===== src/rtl/dmem_write_buffer.sv =====
// Posted-write buffer between the core data port and a multi-cycle data memory.
// Define WBUF_FORWARD_EN to enable store-to-load forwarding from buffered stores.
module dmem_write_buffer #(
  parameter int unsigned DEPTH = 4,
  parameter int unsigned AW    = 32
) (
  input  logic          clk,
  input  logic          reset,
  input  logic          MemWrite,
  input  logic          MemRead,
  input  logic [AW-1:0] ALUResult,
  input  logic [31:0]   WriteData,
  output logic [31:0]   ReadData,
  output logic          Stall,
  output logic          mem_req,
  output logic          mem_we,
  output logic [AW-1:0] mem_addr,
  output logic [31:0]   mem_wdata,
  input  logic [31:0]   mem_rdata,
  input  logic          mem_ack
);

  localparam int unsigned PW = $clog2(DEPTH);
  localparam int unsigned TW = AW - 2;

  typedef enum logic [1:0] {
    S_IDLE,
    S_WR,
    S_RD
  } state_e;

  state_e        state_q, state_d;
  logic [TW-1:0] tag_q  [DEPTH];
  logic [TW-1:0] tag_d  [DEPTH];
  logic [31:0]   data_q [DEPTH];
  logic [31:0]   data_d [DEPTH];
  logic [PW-1:0] head_q, head_d;
  logic [PW-1:0] tail_q, tail_d;
  logic [PW:0]   count_q, count_d;

  logic          mem_req_q, mem_req_d;
  logic          mem_we_q, mem_we_d;
  logic [AW-1:0] mem_addr_q, mem_addr_d;
  logic [31:0]   mem_wdata_q, mem_wdata_d;

  logic          full, push, pop, rd_done, miss_go;
  logic          fwd_hit;
  logic [31:0]   fwd_data;
  logic          unused_addr_bits;

  assign unused_addr_bits = ^ALUResult[1:0];

  assign full    = (count_q == (PW+1)'(DEPTH));
  assign push    = MemWrite && !full;
  assign pop     = (state_q == S_WR) && mem_ack;
  assign rd_done = (state_q == S_RD) && mem_ack;

`ifdef WBUF_FORWARD_EN
  // Scan oldest to newest so the newest matching store wins.
  always_comb begin
    logic [PW-1:0] idx;
    idx      = '0;
    fwd_hit  = 1'b0;
    fwd_data = '0;
    for (int unsigned i = 0; i < DEPTH; i++) begin
      idx = head_q + PW'(i);
      if ((32'(count_q) > i) && (tag_q[idx] == ALUResult[AW-1:2])) begin
        fwd_hit  = 1'b1;
        fwd_data = data_q[idx];
      end
    end
  end

  assign miss_go = MemRead && !fwd_hit;
`else
  assign fwd_hit  = 1'b0;
  assign fwd_data = '0;
  // Without comparators a load may only go to memory once the buffer is empty.
  assign miss_go  = MemRead && (count_q == '0);
`endif

  assign Stall    = reset && ((MemWrite && full) || (MemRead && !fwd_hit && !rd_done));
  assign ReadData = !reset  ? '0       :
                    fwd_hit ? fwd_data :
                    rd_done ? mem_rdata : '0;

  assign mem_req   = mem_req_q;
  assign mem_we    = mem_we_q;
  assign mem_addr  = mem_addr_q;
  assign mem_wdata = mem_wdata_q;

  always_comb begin
    tag_d   = tag_q;
    data_d  = data_q;
    head_d  = head_q;
    tail_d  = tail_q;
    if (push) begin
      tag_d[tail_q]  = ALUResult[AW-1:2];
      data_d[tail_q] = WriteData;
      tail_d         = tail_q + 1'b1;
    end
    if (pop) begin
      head_d = head_q + 1'b1;
    end
    count_d = count_q + (PW+1)'(push) - (PW+1)'(pop);
  end

  always_comb begin
    state_d     = state_q;
    mem_req_d   = mem_req_q;
    mem_we_d    = mem_we_q;
    mem_addr_d  = mem_addr_q;
    mem_wdata_d = mem_wdata_q;
    case (state_q)
      S_IDLE: begin
        if (miss_go) begin
          state_d    = S_RD;
          mem_req_d  = 1'b1;
          mem_we_d   = 1'b0;
          mem_addr_d = {ALUResult[AW-1:2], 2'b00};
        end else if (count_q != '0) begin
          state_d     = S_WR;
          mem_req_d   = 1'b1;
          mem_we_d    = 1'b1;
          mem_addr_d  = {tag_q[head_q], 2'b00};
          mem_wdata_d = data_q[head_q];
        end
      end
      S_WR, S_RD: begin
        if (mem_ack) begin
          state_d   = S_IDLE;
          mem_req_d = 1'b0;
        end
      end
      default: begin
        state_d   = S_IDLE;
        mem_req_d = 1'b0;
      end
    endcase
  end

  always_ff @(posedge clk or negedge reset) begin
    if (!reset) begin
      state_q     <= S_IDLE;
      head_q      <= '0;
      tail_q      <= '0;
      count_q     <= '0;
      mem_req_q   <= 1'b0;
      mem_we_q    <= 1'b0;
      mem_addr_q  <= '0;
      mem_wdata_q <= '0;
      for (int unsigned i = 0; i < DEPTH; i++) begin
        tag_q[i]  <= '0;
        data_q[i] <= '0;
      end
    end else begin
      state_q     <= state_d;
      head_q      <= head_d;
      tail_q      <= tail_d;
      count_q     <= count_d;
      mem_req_q   <= mem_req_d;
      mem_we_q    <= mem_we_d;
      mem_addr_q  <= mem_addr_d;
      mem_wdata_q <= mem_wdata_d;
      tag_q       <= tag_d;
      data_q      <= data_d;
    end
  end

endmodule

===== config.mk =====
export PLATFORM = sky130hd
export DESIGN_NAME = dmem_write_buffer
export DESIGN_NICKNAME = d
export VERILOG_FILES = /design/src/rtl/dmem_write_buffer.sv
export SDC_FILE = /design/constraint.sdc
export NUM_CORES = 1
export LEC_CHECK = 0
export CORE_AREA = 8 8 181 183
export DETAILED_ROUTE_END_ITERATION = 8
export DIE_AREA = 0 0 189 191
export GPL_ROUTABILITY_DRIVEN = 0
export PLACE_DENSITY = 0.73
export SLEW_MARGIN = 20
export SYNTH_ARGS = -nofsm -noshare
export SYNTH_HDL_FRONTEND = slang
export SYNTH_SLANG_ARGS = --single-unit

===== constraint.sdc =====
create_clock -name clk -period 3 [get_ports clk]
set_input_delay 0.6 -clock clk [delete_from_list [all_inputs] [get_ports clk]]
set_output_delay 0.6 -clock clk [all_outputs]
set_load 0.02 [all_outputs]

After elaboration in Yosys (flattened, before gate mapping)
Index checks and enable logic that the tools add are counted.
- bits in registers: 323
- input port bits: 101
- magnitude comparators: 3
- bitwise gates (word level): 3
- equal/unequal tests: 5
- $add $sub $neg: 4
- multiplexer cells: 25
- reductions and logical operators: 19
- operators by type and width (cell ; count):
    $mux 32 ; 7
    $bwmux 128 ; 1
    $bwmux 120 ; 1
    $mux 30 ; 3
    $bmux 32 s2 ; 1
    $demux 32 s2 ; 1
    $bmux 30 s2 ; 1
    $demux 30 s2 ; 1
    $logic_and 1x1->1 ; 8
    $ge 3x3->1 const B ; 2
    $mux 2 ; 3
    $not 2->3 ; 2
    $add 2x1->2 const B ; 2
    $mux 1 ; 4
    $pmux 2 s2 ; 1
    $reduce_and 2->1 ; 2
    $add 3x1->3 ; 1
    $eq 3x3->1 const B ; 1
    $logic_not 3->1 ; 1
    $lt 3x1->1 const B ; 1
    $ne 3x3->1 const B ; 1
    $reduce_and 3->1 ; 1
    $reduce_bool 3->1 ; 1
    $sub 3x1->3 ; 1
    10 further kinds ; 11

Depth between registers and ports, before layout
Gate-level depths: netlist of run 1.
- depth in word-level cells: 6
- gate-level depth with buffers: 10

Worst setup path after synthesis of run 1
No wires, ideal clock.
- kind: register to register
- start point: register count_q[1]
- end point: register count_q[2]
- setup time: 0.127 ns
- clock period less this slack: 2.325 ns
- data arrival time: 2.198 ns
- slack: 0.675 ns
- stages on the path, launching flop included: 11
- cells stage by stage: dfrtp_1 -> or3b_1 -> buf_6 -> nand2_1 -> ha_1 -> inv_1 -> ha_1 -> inv_1 -> fa_1 -> xnor2_1 -> xnor2_1
- word-level cells in the longest chain between the ends: 5
- RTL lines (what ; line ; RTL):
    start: declaration ; 39 ; logic [PW:0] count_q, count_d;
    start signal: assignment ; 160 ; count_q <= count_d;
    $eq 3x3->1 ; 53 ; assign full = (count_q == (PW+1)'(DEPTH));
    $logic_not 1->1 ; 54 ; assign push = MemWrite && !full;
    $logic_and 1x1->1 ; 54 ;
    $add 3x1->3 (*) ; 105 ; count_d = count_q + (PW+1)'(push) - (PW+1)'(pop);
    $sub 3x1->3 (*) ; 105 ;
    via count_d[2] ; 39 ;
Mark *: on every way through the listed nets, which the timed path passes. The rest lies on a longest branch.
A chain may end at the register's enable or synchronous reset.

Final worst setup path of run 1
- start point: register count_q[1]
- end point: output port Stall
- word-level cells in the longest chain between the ends: 4
- RTL lines (what ; line ; RTL):
    $eq 3x3->1 ; 53 ;
    $logic_and 1x1->1 ; 82 ; assign Stall = reset && ((MemWrite && full) || (MemRead && !fwd_hit && !rd_done));
    $logic_or 1x1->1 ; 82 ;
    $logic_and 1x1->1 ; 82 ;
    end: declaration ; 14 ; output logic Stall,
No other way between the ends.

==> reports/metrics.cfg, run 1 <==
[run_status]
status = completed

[synthesis]
yosysWarnings = 0
ys_seq_area_share_pct = 54.4
synth_top_area_cell = dfrtp_1
syn-mean-instance-area_sq_um = 15.9
synth_top_area_share_pct = 54.4
synth_cell_type_count = 35
syn_area_sq_um = 14800
synth_area_leaders = dfrtp_1 (54%), mux2_4 (12%), mux2_2 (10%)
yosys_register_bits = 321
postSynthCellCount = 930

[worst_setup_path]
slowest_stage = clkdlybuf4s50_1
r2r_cells = 10
worstPathRequired_ps = 2400
slowest_delay_ps = 620
r2r_start = count_q[1]
crit_path_end_kind = output pin
crit_type = reg -> out
crit_family = buffers and inverters
crit_arrival_ps = 2290
critPathBufInv = 1
r2r-end = count_q[2]
crit_chain = or3b_1, a2bb2oi_1, nor2b_1, clkdlybuf4s50_1
startpoint_type = flop
crit_fanout = 7
ff2ff_setup_slack_ps = 470
worstSetupStartpoint = count_q[1]

[cells_and_area]
final_area_sq_um = 18300
drive_gt1_share_pct = 35.2
final_util_pct = 60.9
area_growth_syn_to_layout_pct = 23.7
fin_nets = 1239

[grt]
grt_pass1_wl_mm = 52.9
track_usage_pct = 18.2
first_global_vias = 9300
grt-ovfl-total = 0
antenna_found_initial = 1
grt_max_degree = 165

[cts]
clk_pin_slew_worst_paths_ps = 60
clk_path_buf_depth = 3
htreeDepth = 2
clock_latency_ps = 510
root_buffer = clkbuf_16
cts_tree = yes
post_cts_buffers = 0
cts_sinks = 321
numCtsBuffers = 35

[pwr]
power_mw = 21.6
leakage_nw = 8.42
ir_drop_mv = 0.617
p_per_area_nw_per_um2 = 1180

[floorplan]
dieArea_sq_um = 36100
core.rowCount = 64
ios = 200
start_util_pct = 49.2
die_w_um = 189
fp.coreArea_sq_um = 30000
die_h_um = 191

[routing]
via_per_inst = 5.33
vias = 8269
wl_per_cell_um = 20.7
drt_iter0_drc = 454
first_pass_iters = 4
ant_nets = 0
drc = 0
wl_mm = 32.1

[hold_path]
worstHoldPathType = in -> async

[timing]
relSlewSlack_pct = 38.2
fmax_mhz = 346
rsz0062_at_grt = false
worst_slew_pin_slew_ps = 927
final_max_slew_viol_count = 0
finalCritPeriodShare_pct = 96.2
finClkSkew_ps = 18.6
period_needed_ps = 2890
setup_tns_ps = 0
finalSetupViolCount = 0
hold_viol_final = 0

[run]
drv_cap = 0

[placement]
portBuffers = 195
dp_hpwl_mm = 20.3
placed_area_sq_um = 17100

[metrics by stage]
stage          hold slack (ps)  setup slack (ps)  std cells
3_5_place_dp               479               132       1487
3_3_place_gp               468               160       1487
6_report                   277               113       1550
5_1_grt                    371              1.74       1549
4_1_cts                    329              58.9       1549
2_1_floorplan              304               675        931
[registers in the layout, summed over array words and instances, names as in the netlist, 2 cells and up]
name / count
count_q: 3
data_q: 128
head_q: 2
tail_q: 2
state_q: 2
mem_addr: 30
tag_q: 120
mem_wdata: 32
[per-layer routing]
layer,wire (um),global-route usage (%),vias to the layer above
li1,-,-,3746
met1,14700,24.6,4324
met2,15500,29.9,144
met3,1220,3.47,53
met4,703,4.87,2
met5,13,0,-
[report_power, final]
part / total, mW / internal (mW) / switching (mW)
sequential: 8.03 / 6.64 / 1.38
clock: 4.33 / 2.61 / 1.72
combinational: 9.25 / 5.60 / 3.64
[worst register-to-register path: stages, from the launching register on]
cell and delay (ps):
dfrtp_1 470, or3b_1 440, buf_4 200, nand2_1 140, ha_1 250, inv_1 60
ha_1 130, inv_1 50, fa_1 400, xnor2_1 150, xnor2_1 130
[area by class of cell]
type	instances	area (sq um)
clock inverter	9	116
sequential	321	8040
timing repair buffer	222	2380
multi-input combinational	538	6150
antenna	1	2.50
inverter	10	37.5
tap	396	495
fill	2276	11700
clock buffer	53	1050
[cell families after synthesis]
logic type,count (synthesis),synth area share (%)
muxes,343,33.9
DFF,321,54.4
and+or+nand+nor,139,4.70
buffers and inverters,72,4.12
AOI/OAI and AO/OA,39,1.70
adders and majority gates,10,0.897
xor gates and xnor gates,5,0.296
other,1,0.0254
[worst max path at each step]
stage / slack, ps / to / cells past startpoint
5_1_grt: 2 / ReadData[10] / 6
2_1_floorplan: 670 / count_q[2] / 10
3_5_place_dp: 130 / ReadData[9] / 5
3_3_place_gp: 160 / ReadData[28] / 5
6_report: 110 / Stall / 4
4_1_cts: 60 / ReadData[9] / 6
[cells in the final DEF (no fill, tap or decap), drive strengths merged, types with 2 or more instances in the layout]
| cell | Yosys | layout |
|---|---|---|
| conb | 1 | 2 |
| dfrtp | 321 | 321 |
| and2 | 33 | 33 |
| mux2 | 281 | 281 |
| mux4 | 62 | 62 |
| nor2b | 3 | 3 |
| nor2 | 30 | 30 |
| clkdlybuf4s50 | 0 | 174 |
| nand3 | 4 | 4 |
| buf | 41 | 28 |
| a31oi | 30 | 30 |
| clkbuf | 21 | 53 |
| clkinv | 0 | 4 |
| a21oi | 2 | 2 |
| nand2 | 64 | 64 |
| bufinv | 0 | 2 |
| ha | 9 | 9 |
| dlymetal6s2s | 0 | 20 |
| o21ai | 2 | 2 |
| xnor2 | 4 | 4 |
| inv | 10 | 12 |
[what timing repair did]
| item | CTS | global route |
|---|---|---|
| setup endpoints to repair | 0 | 20 |
| gates resized for setup | 0 | 20 |
| hold buffers | 0 | 0 |
[cells in the mapped netlist (all sizes together)]
cell and instances:
and3 1, nor2 30, o41a 1, mux4 62, buf 41, mux2 281, or4b 1, and2 33
nand3 4, nand2 64, a22o 1, fa 1, nor4b 1, inv 10, nor2b 3, o21ai 2
dfrtp 321, o22a 1, a21oi 2, xnor2 4, xor2 1, a2bb2oi 1, o22ai 1, ha 9
clkbuf 21, nor3 1, a31oi 30, or3b 1, conb 1
(Power assumes the default switching activity.)
==> run 2: changes to the inputs <==
Settings changed: PLACE_DENSITY 0.73 to 0.76.
Clock period 3 ns to 2.4 ns, I/O delays scaled along.
==> reports/metrics.cfg, run 2 (synthesis gave the netlist of run 1 again) <==
[run_status]
status = completed

[routing]
first_pass_iters = 4
vias = 8395
ant_nets = 0
via_per_inst = 5.36
drc = 0
drt_iter0_drc = 472
wl_mm = 32.7
wl_per_cell_um = 20.9

[floorplan]
dieArea_sq_um = 36100
fp.coreArea_sq_um = 30000
die_w_um = 189
start_util_pct = 49.2
core.rowCount = 64
die_h_um = 191
ios = 200

[cells_and_area]
regMostFlops = data_q
area_growth_syn_to_layout_pct = 24.5
multi_input_area_sq_um = 6160
ff_latch_area_sq_um = 8040
drive_gt1_share_pct = 39.5
largest_reg_flops = 128
diodes = 0
final_util_pct = 61.3
final_common_cell = dfrtp_1
fin_nets = 1255
layout_common_cells = dfrtp_1 (319), clkdlybuf4s50_1 (161), mux2_2 (133)
fill_cells = 2245

[pwr]
ir_drop_mv = 1.03
power_mw = 27.8
leakage_nw = 8.27
p_seq_share_pct = 35.7
p_per_area_nw_per_um2 = 1510
swShare_pct = 31.0
switchingPower_mw = 8.60
pwr-share-comb_pct = 43.5
p_int_mw = 19.2
clockPowerShare_pct = 20.7

[worst_setup_path]
ff2ff_setup_slack_ps = 210
r2r_cells = 10
crit_path_end_kind = output pin
r2r_start = state_q[0]
r2r-end = count_q[2]
crit_type = reg -> out
worstPathRequired_ps = 1920
worstSetupStartpoint = state_q[0]
crit_fanout = 16
startpoint_type = flop
crit_arrival_ps = 1820

[run]
drv_cap = 0

[timing]
worst_slew_pin_slew_ps = 921
fmax_mhz = 434
rsz0062_at_grt = false
finClkSkew_ps = 12.6
finalCritPeriodShare_pct = 96.0
hold_viol_final = 0
final_max_slew_viol_count = 0
finalSetupViolCount = 0
period_needed_ps = 2300
relSlewSlack_pct = 38.6

[cts]
root_buffer = clkbuf_16
cts_tree = yes
cts_sinks = 321
numCtsBuffers = 36
clk_pin_slew_worst_paths_ps = 60
clk_path_buf_depth = 3
htreeDepth = 2
clock_latency_ps = 510

[grt]
first_global_vias = 9468
grt_max_degree = 169
grt-ovfl-total = 0
met3_usage_pct = 3.41
grt_pass1_wl_mm = 53.1
grt_busiest_layer = met2
met1_usage_pct = 23.8
antenna_found_initial = 0
track_usage_pct = 18.3
met2_usage_pct = 31.4

[placement]
portBuffers = 195
dp_hpwl_mm = 20.4

[hold_path]
worstHoldPathType = in -> async

-- run 2: cell count changes in the layout (fill, tap and decap cells not counted), sizes merged, moves of 2 or more --
| cell | delta |
|---|---|
| clkdlybuf4s50 | -13 |
| buf | +48 |
| clkinv | +9 |
| clkbuf | -9 |
| bufinv | +4 |
| inv | -2 |
| dlymetal6s2s | -20 |
-- run 2: worst max path at each step --
stage / end / slack, ps / cells past startpoint
final: ReadData[3] / 100 / 6
after global routing: ReadData[8] / 20 / 6
after CTS: ReadData[19] / -0.07 / 6
after detailed placement: ReadData[14] / -160 / 5
after global placement: ReadData[18] / -130 / 5
after floorplan: count_q[2] / 70 / 10
-- run 2: routing by layer --
layer  vias up  part of all wire [%]
met4         0                   1.8
met2       161                    50
li1       3772                     -
met5         -                     0
met1      4414                    44
met3        48                   4.2
-- run 2: area by class of cell --
type	count	area share [%]
clock buffers	44	5.40
well taps	396	2.69
repair buffers	237	13.2
multi-input cells	538	33.4
inverters	10	0.204
flip-flops and latches	321	43.7
clock inverters	19	1.39
-- run 2: per-stage QoR --
| step | setup slack [ps] | area (sq um) | hold WS [ps] | instances | setup TNS, ps |
|---|---|---|---|---|---|
| 6_report | 96.5 | 18400 | 134 | 1565 | 0 |
| 5_1_grt | 20.4 | 18400 | 217 | 1565 | 0 |
| 4_1_cts | -0.0711 | 18400 | 189 | 1564 | -0.0711 |
| 3_5_place_dp | -159 | 17200 | 477 | 1499 | -5450 |
| 3_3_place_gp | -129 | 17200 | 468 | 1499 | -4150 |
| 2_1_floorplan | 74.6 | 14800 | 184 | 931 | 0 |
-- run 2: worst max-delay path: stages (launching register included) --
cell and delay (ps):
dfrtp_1 390, inv_2 80, ha_2 180, and3_4 230, buf_12 140, and2_1 140
buf_2 160
-- run 2: power groups by stage --
stage	sequential [mW]	combinational [mW]	clock, mW
3_3_place_gp	9.80	11.9	0
4_1_cts	9.91	12.3	5.90
5_1_grt	10.2	13.0	6.10
6_report	9.92	12.1	5.76
3_5_place_dp	9.93	12.2	0
2_1_floorplan	10.0	8.41	0
-- run 2: timing repair --
item,in CTS,in global routing
gates resized for setup,143,15
setup buffers,1,1
endpoints found under the setup margin,33,24
cloned,1,0
pin swaps,0,0
hold buffers,0,0
